==> src/rtl/pc_branch_unit_pkg.sv <==
// ---------------------------------------------------------------------------
// pc_branch_unit_pkg
// Shared constants and types for the program-counter stage and its helpers.
//   DEF_PC_W      : default PC / branch-offset width
//   DEF_RESET_PC  : default PC value loaded on reset
//   DEF_CNT_W     : default retired-instruction counter width
//   pc_state_e    : RUN / HALT state of the PC sequencer
// ---------------------------------------------------------------------------
package pc_branch_unit_pkg;

    localparam int         DEF_PC_W     = 8;
    localparam logic [7:0] DEF_RESET_PC = 8'h00;
    localparam int         DEF_CNT_W    = 16;

    typedef enum logic [0:0] {
        RUN  = 1'b0,
        HALT = 1'b1
    } pc_state_e;

endpackage : pc_branch_unit_pkg

==> src/rtl/pc_branch_unit_branch_target_calc.sv <==
// ---------------------------------------------------------------------------
// branch_target_calc
// Combinational PC arithmetic shared by the branch unit and the jump/call
// unit. All arithmetic is modulo 2^PC_W; the offset is two's complement, so
// adding it at PC_W bits gives forward and backward targets with silent wrap.
// Ports:
//   i_pc           : current PC
//   i_extended_off : sign-extended branch offset
//   o_pc_plus1     : sequential successor of i_pc
//   o_br_target    : i_pc + 1 + i_extended_off
// ---------------------------------------------------------------------------
module branch_target_calc #(
    parameter int PC_W = 8
) (
    input  logic [PC_W-1:0] i_pc,
    input  logic [PC_W-1:0] i_extended_off,
    output logic [PC_W-1:0] o_pc_plus1,
    output logic [PC_W-1:0] o_br_target
);

    logic [PC_W-1:0] w_pc_plus1;

    // Sequential successor, truncated to PC_W bits so FF wraps to 00.
    always_comb begin
        w_pc_plus1 = i_pc + PC_W'(1);
    end

    // PC-relative target; two's-complement add handles negative offsets.
    always_comb begin
        o_pc_plus1  = w_pc_plus1;
        o_br_target = w_pc_plus1 + i_extended_off;
    end

endmodule : branch_target_calc

==> src/rtl/pc_branch_unit.sv <==
// ---------------------------------------------------------------------------
// pc_branch_unit
// Program-counter stage of the 8-bit datapath. Each cycle the PC advances
// sequentially, jumps to a taken PC-relative branch target, or holds for a
// stall or HALT. Every output is registered; nothing combinational reaches
// an output from an input.
// Ports:
//   clk          : system clock, rising edge
//   reset        : synchronous active-high reset, overrides everything
//   stall        : hold all state this cycle
//   br, br_cond  : branch instruction / branch condition true
//   extended_off : sign-extended branch offset (PC_W bits)
//   halt         : current instruction is HALT
//   resume       : leave HALT state
//   pc           : address of the instruction being fetched
//   flush        : one-cycle pulse while pc first shows a taken target
//   halted       : high while in HALT state
//   instr_count  : retired instructions, saturating at all-ones
// ---------------------------------------------------------------------------
module pc_branch_unit
    import pc_branch_unit_pkg::*;
#(
    parameter int              PC_W     = DEF_PC_W,
    parameter logic [PC_W-1:0] RESET_PC = PC_W'(DEF_RESET_PC),
    parameter int              CNT_W    = DEF_CNT_W
) (
    input  logic             clk,
    input  logic             reset,
    input  logic             stall,
    input  logic             br,
    input  logic             br_cond,
    input  logic [PC_W-1:0]  extended_off,
    input  logic             halt,
    input  logic             resume,
    output logic [PC_W-1:0]  pc,
    output logic             flush,
    output logic             halted,
    output logic [CNT_W-1:0] instr_count
);

    pc_state_e        r_state;
    pc_state_e        w_state_nxt;
    logic [PC_W-1:0]  r_pc;
    logic [PC_W-1:0]  w_pc_nxt;
    logic             r_flush;
    logic             w_flush_nxt;
    logic             r_halted;
    logic             w_halted_nxt;
    logic [CNT_W-1:0] r_cnt;
    logic [CNT_W-1:0] w_cnt_nxt;
    logic             w_retire;
    logic [PC_W-1:0]  w_pc_plus1;
    logic [PC_W-1:0]  w_br_target;

    branch_target_calc #(
        .PC_W (PC_W)
    ) u_target (
        .i_pc           (r_pc),
        .i_extended_off (extended_off),
        .o_pc_plus1     (w_pc_plus1),
        .o_br_target    (w_br_target)
    );

    // State and output registers; synchronous reset wins over all inputs.
    always_ff @(posedge clk) begin
        if (reset) begin
            r_state  <= RUN;
            r_pc     <= RESET_PC;
            r_flush  <= 1'b0;
            r_halted <= 1'b0;
            r_cnt    <= {CNT_W{1'b0}};
        end else begin
            r_state  <= w_state_nxt;
            r_pc     <= w_pc_nxt;
            r_flush  <= w_flush_nxt;
            r_halted <= w_halted_nxt;
            r_cnt    <= w_cnt_nxt;
        end
    end

    // Next-state logic: stall blocks both entering and leaving HALT.
    always_comb begin
        w_state_nxt = r_state;
        case (r_state)
            RUN: begin
                if (!stall && halt) begin
                    w_state_nxt = HALT;
                end else begin
                    w_state_nxt = RUN;
                end
            end
            HALT: begin
                if (resume && !stall) begin
                    w_state_nxt = RUN;
                end else begin
                    w_state_nxt = HALT;
                end
            end
            default: begin
                w_state_nxt = RUN;
            end
        endcase
    end

    // Output logic: next PC, flush and retire strobe.
    // In RUN the priority is stall > halt > taken branch > sequential; a
    // halt retires and steps past itself so resume fetches the next opcode.
    always_comb begin
        w_pc_nxt    = r_pc;
        w_flush_nxt = 1'b0;
        w_retire    = 1'b0;
        case (r_state)
            RUN: begin
                if (stall) begin
                    w_pc_nxt = r_pc;
                end else if (halt) begin
                    w_pc_nxt = w_pc_plus1;
                    w_retire = 1'b1;
                end else if (br && br_cond) begin
                    w_pc_nxt    = w_br_target;
                    w_flush_nxt = 1'b1;
                    w_retire    = 1'b1;
                end else begin
                    w_pc_nxt = w_pc_plus1;
                    w_retire = 1'b1;
                end
            end
            HALT: begin
                w_pc_nxt = r_pc;
            end
            default: begin
                w_pc_nxt = r_pc;
            end
        endcase
        w_halted_nxt = (w_state_nxt == HALT);
    end

    // Saturating retired-instruction counter: sticks at all-ones.
    always_comb begin
        if (w_retire && (r_cnt != {CNT_W{1'b1}})) begin
            w_cnt_nxt = r_cnt + CNT_W'(1);
        end else begin
            w_cnt_nxt = r_cnt;
        end
    end

    // Drive ports straight from registers.
    always_comb begin
        pc          = r_pc;
        flush       = r_flush;
        halted      = r_halted;
        instr_count = r_cnt;
    end

endmodule : pc_branch_unit

==> config.mk <==
export PLATFORM = sky130hd
export DESIGN_NAME = pc_branch_unit
export DESIGN_NICKNAME = d
export VERILOG_FILES = /design/src/rtl/pc_branch_unit_pkg.sv /design/src/rtl/pc_branch_unit_branch_target_calc.sv /design/src/rtl/pc_branch_unit.sv
export SDC_FILE = /design/constraint.sdc
export NUM_CORES = 1
export LEC_CHECK = 0
export ABC_CLOCK_PERIOD_IN_PS = 2700
export CORE_UTILIZATION = 32
export CTS_CLUSTER_DIAMETER = 50
export DETAILED_ROUTE_END_ITERATION = 6
export PLACE_DENSITY = 0.55
export SYNTH_ARGS = -nofsm -noshare
export SYNTH_HDL_FRONTEND = slang
export SYNTH_SLANG_ARGS = --single-unit
==> constraint.sdc <==
create_clock -name clk -period 2.7 [get_ports clk]
set_clock_uncertainty 0.05 [all_clocks]
set_input_delay 0.405 -clock clk [delete_from_list [all_inputs] [get_ports clk]]
set_output_delay 0.405 -clock clk [all_outputs]
set_load 0.03 [all_outputs]
==> results_dict.tcl, run 1 <==
set metrics [dict create \
    critPathBufInv 0 \
    hold_ws_ns 0.457 \
    hold_violations 0 \
    vias 1508 \
    cts_buffers 3 \
    async_flop_share_pct 0 \
    cts_sinks 26 \
    netlist_area_um2 1640 \
    synth_top_area_share_pct 31.8 \
    grt_pass1_wl_um 6310 \
    path_clk_slew_ns 0.09 \
    ys_seq_area_share_pct 31.8 \
    core.rowCount 25 \
    wl_met1_um 1890 \
    cts_max_path_buffers 2 \
    drtIter0Drc 70 \
    arrival_ns 2.63 \
    crit_slowest_cell "dfxtp_2" \
    synth_top_area_cell "dfxtp_1" \
    power.total_mw 0.873 \
    p_comb_share_pct 27.4 \
    cts_hold_buffers 0 \
    fin_crit_sh_pct 92.2 \
    grt_usage_pct 14.8 \
    power.density_nw_per_um2 394 \
    htreeDepth 1 \
    avgSynthCellArea_um2 8.53 \
    worst_pin_slew_ns 0.402 \
    ys_dominant_reg_cell "dfxtp_1" \
    grt_antenna_before_repair 0 \
    place_area_um2 2140 \
    cp_max_fo 5 \
    peakVddDrop_mv 0.249 \
    fmax_mhz 402 \
    synth_nets 218 \
    dp_cells 298 \
    wl_met3_um 134 \
    hpwlAfterDp_um 2880 \
    highest_layer "met4" \
    cts_tree "built" \
    nFillCells 512 \
    cpPeakStageDelay_ns 0.39 \
    holdPathEnd "instr_count[15]" \
    hp-class "reg2reg" \
    synth_area_leaders "dfxtp_1, ha_1, xor2_1" \
    ys_types 48 \
    switchingPower_mw 0.258 \
    reg2reg_from "pc[1]" \
    internal_power_mw 0.614 \
    place.gp.congestion 0.709 \
    r2r_slack_ns 0.21 \
    finalMaxSlewViolations 0 \
    drive_above_1_share_pct 11.9 \
    r2r_end "pc[7]" \
    timing.reg2reg.worst_path_depth 10 \
    io_buffers 40 \
    clk_latency_ns 0.27 \
    yosysMostFrequentCell "dfxtp_1" \
    io_pins 41 \
    slew_headroom_pct 73.1 \
    final_nets 264 \
    sw_frac_of_total_pct 29.6 \
    synth_seq_cells 26 \
    drc 0 \
    syn2layout_area_growth_pct 35.1 \
    cts_root_buf "clkbuf_8" \
    synth_warnings 0 \
    initial_core_util_pct 34.0 \
    dr.pass1.iters 4 \
    p_leak_nw 0.831 \
    crit_required_ns 2.85 \
    crit_path_end_kind "flop" \
    wl_per_cell_um 12.6 \
    max_cap_violations 0 \
    cp-start-kind "flop" \
    die_h_um 73.5 \
    via_per_inst 4.98 \
    hp-start "instr_count[15]" \
    finalWirelength_um 3810 \
    final_cells 303 \
    finalSetupTns_ns 0 \
    rsz0062_at_grt "no" \
    antenna_left 0 \
    syn_inst 192 \
    seqPwrFrac_pct 47.8 \
    outcome "finished clean" \
    pwr-share-clk_pct 24.8 \
    grt_pass1_vias 1370 \
    dr_wl_met2_um 1760 \
    critPathKind "reg2reg" \
    synth.top_cells.by_count "dfxtp_1, nor2_1, xor2_1, a21oi_1, nand2_1" \
    n_antenna_cell 0 \
    holdPathStages 2 \
    die-area_um2 5410 \
    synth_edf_count 0 \
    critical_path.top_delay_family "compound AO/OA/AOI/OAI gates" \
    die_w_um 73.5 \
    fin_area_um2 2210 \
    grt_start_max_net_pins 22 \
    coreArea_um2 4820 \
    period_minus_slack_ns 2.49 \
    grt_overflow 0 \
    path_cells "ha_4 -> nand3_1 -> xnor2_1 -> ha_1 -> a21o_1 -> nor3_1 -> a221o_1 -> a2111oi_2 -> a41oi_1 -> o2111ai_1" \
    setup_violations 0 \
]
==> state kept, by name (all words and copies together), names as in the netlist <==
| signal | flops |
|---|---|
| pc | 8 |
| halted | 1 |
| flush | 1 |
| instr_count | 16 |
==> metrics by stage <==
| stage | util, % | setup WS, ns |
|---|---|---|
| floorplan | - | 0.0546 |
| global placement | 44.3 | 0.113 |
| detailed placement | 44.3 | 0.0570 |
| CTS | 45.2 | 0.0272 |
| global route | 45.9 | 0.0374 |
| finish | 45.9 | 0.212 |
==> worst min-delay path: stages, from the launching register on <==
cell     delay [ns]
dfxtp_1        0.33
o21ai_0        0.07
a21oi_1        0.06
==> worst max path at each step <==
stage / from / to / slack [ns] / depth (start not counted)
after floorplan: pc[0] / pc[7] / 0.05 / 10
after global placement: pc[1] / pc[7] / 0.11 / 10
after detailed placement: pc[1] / pc[7] / 0.06 / 10
after CTS: pc[1] / pc[7] / 0.03 / 10
after global routing: pc[1] / pc[7] / 0.04 / 10
final: pc[1] / pc[7] / 0.21 / 10
==> power groups by stage <==
| stage | Sequential, mW | Clock [mW] | Combinational, mW |
|---|---|---|---|
| after floorplan | 0.451 | 0 | 0.118 |
| after global placement | 0.424 | 0 | 0.232 |
| after detailed placement | 0.425 | 0 | 0.232 |
| after CTS | 0.416 | 0.230 | 0.233 |
| after global routing | 0.420 | 0.245 | 0.263 |
| final | 0.417 | 0.216 | 0.239 |
==> per-layer routing <==
layer / up-vias / global-route usage (%)
met5: - / 0
met2: 26 / 24.5
met1: 696 / 20.0
met4: 0 / 2.56
li1: 784 / -
met3: 2 / 3.02
==> cells in the final DEF (no fill, tap or decap), types with 9 or more instances in the layout <==
master and count:
a21oi_1 12, ha_1 9, nand3_1 10, nand2_1 12
dfxtp_1 24, xor2_1 13, nor2_1 21, clkdlybuf4s50_1 40
buf_4 9, o21ai_0 9, xnor2_1 9
==> cell families after synthesis <==
kind of cell               after synthesis  synth area share [%]
and+or+nand+nor                         74                  24.0
muxes                                    1                 0.611
buffers and inverters                   13                  3.51
DFF                                     26                  31.8
adders and majority gates               11                  8.86
AOI/OAI and AO/OA                       45                  19.5
xor gates and xnor gates                22                  11.8
==> final cells by class <==
cell class              count  area, um2  area share (%)
well taps                  67       83.8            3.79
flip-flops and latches     26        523            23.6
repair buffers             49        468            21.1
inverters                   5       18.8           0.848
multi-input cells         153       1080            48.7
clock buffers               3       41.3            1.87
==> repair_timing <==
item,CTS,global route
gates resized for setup,0,5
endpoints found under the setup margin,0,1
setup buffers,0,2
endpoints found under the hold margin,0,0
Note: power is estimated with default switching activity, not from simulation.
==> run 2: changes to the inputs <==
CTS_CLUSTER_DIAMETER = 120   (was 50)
HOLD_SLACK_MARGIN = 0.08   (was not set)
==> results of run 2 <==
Final layout, timing and power as in run 1 (identical DEF).
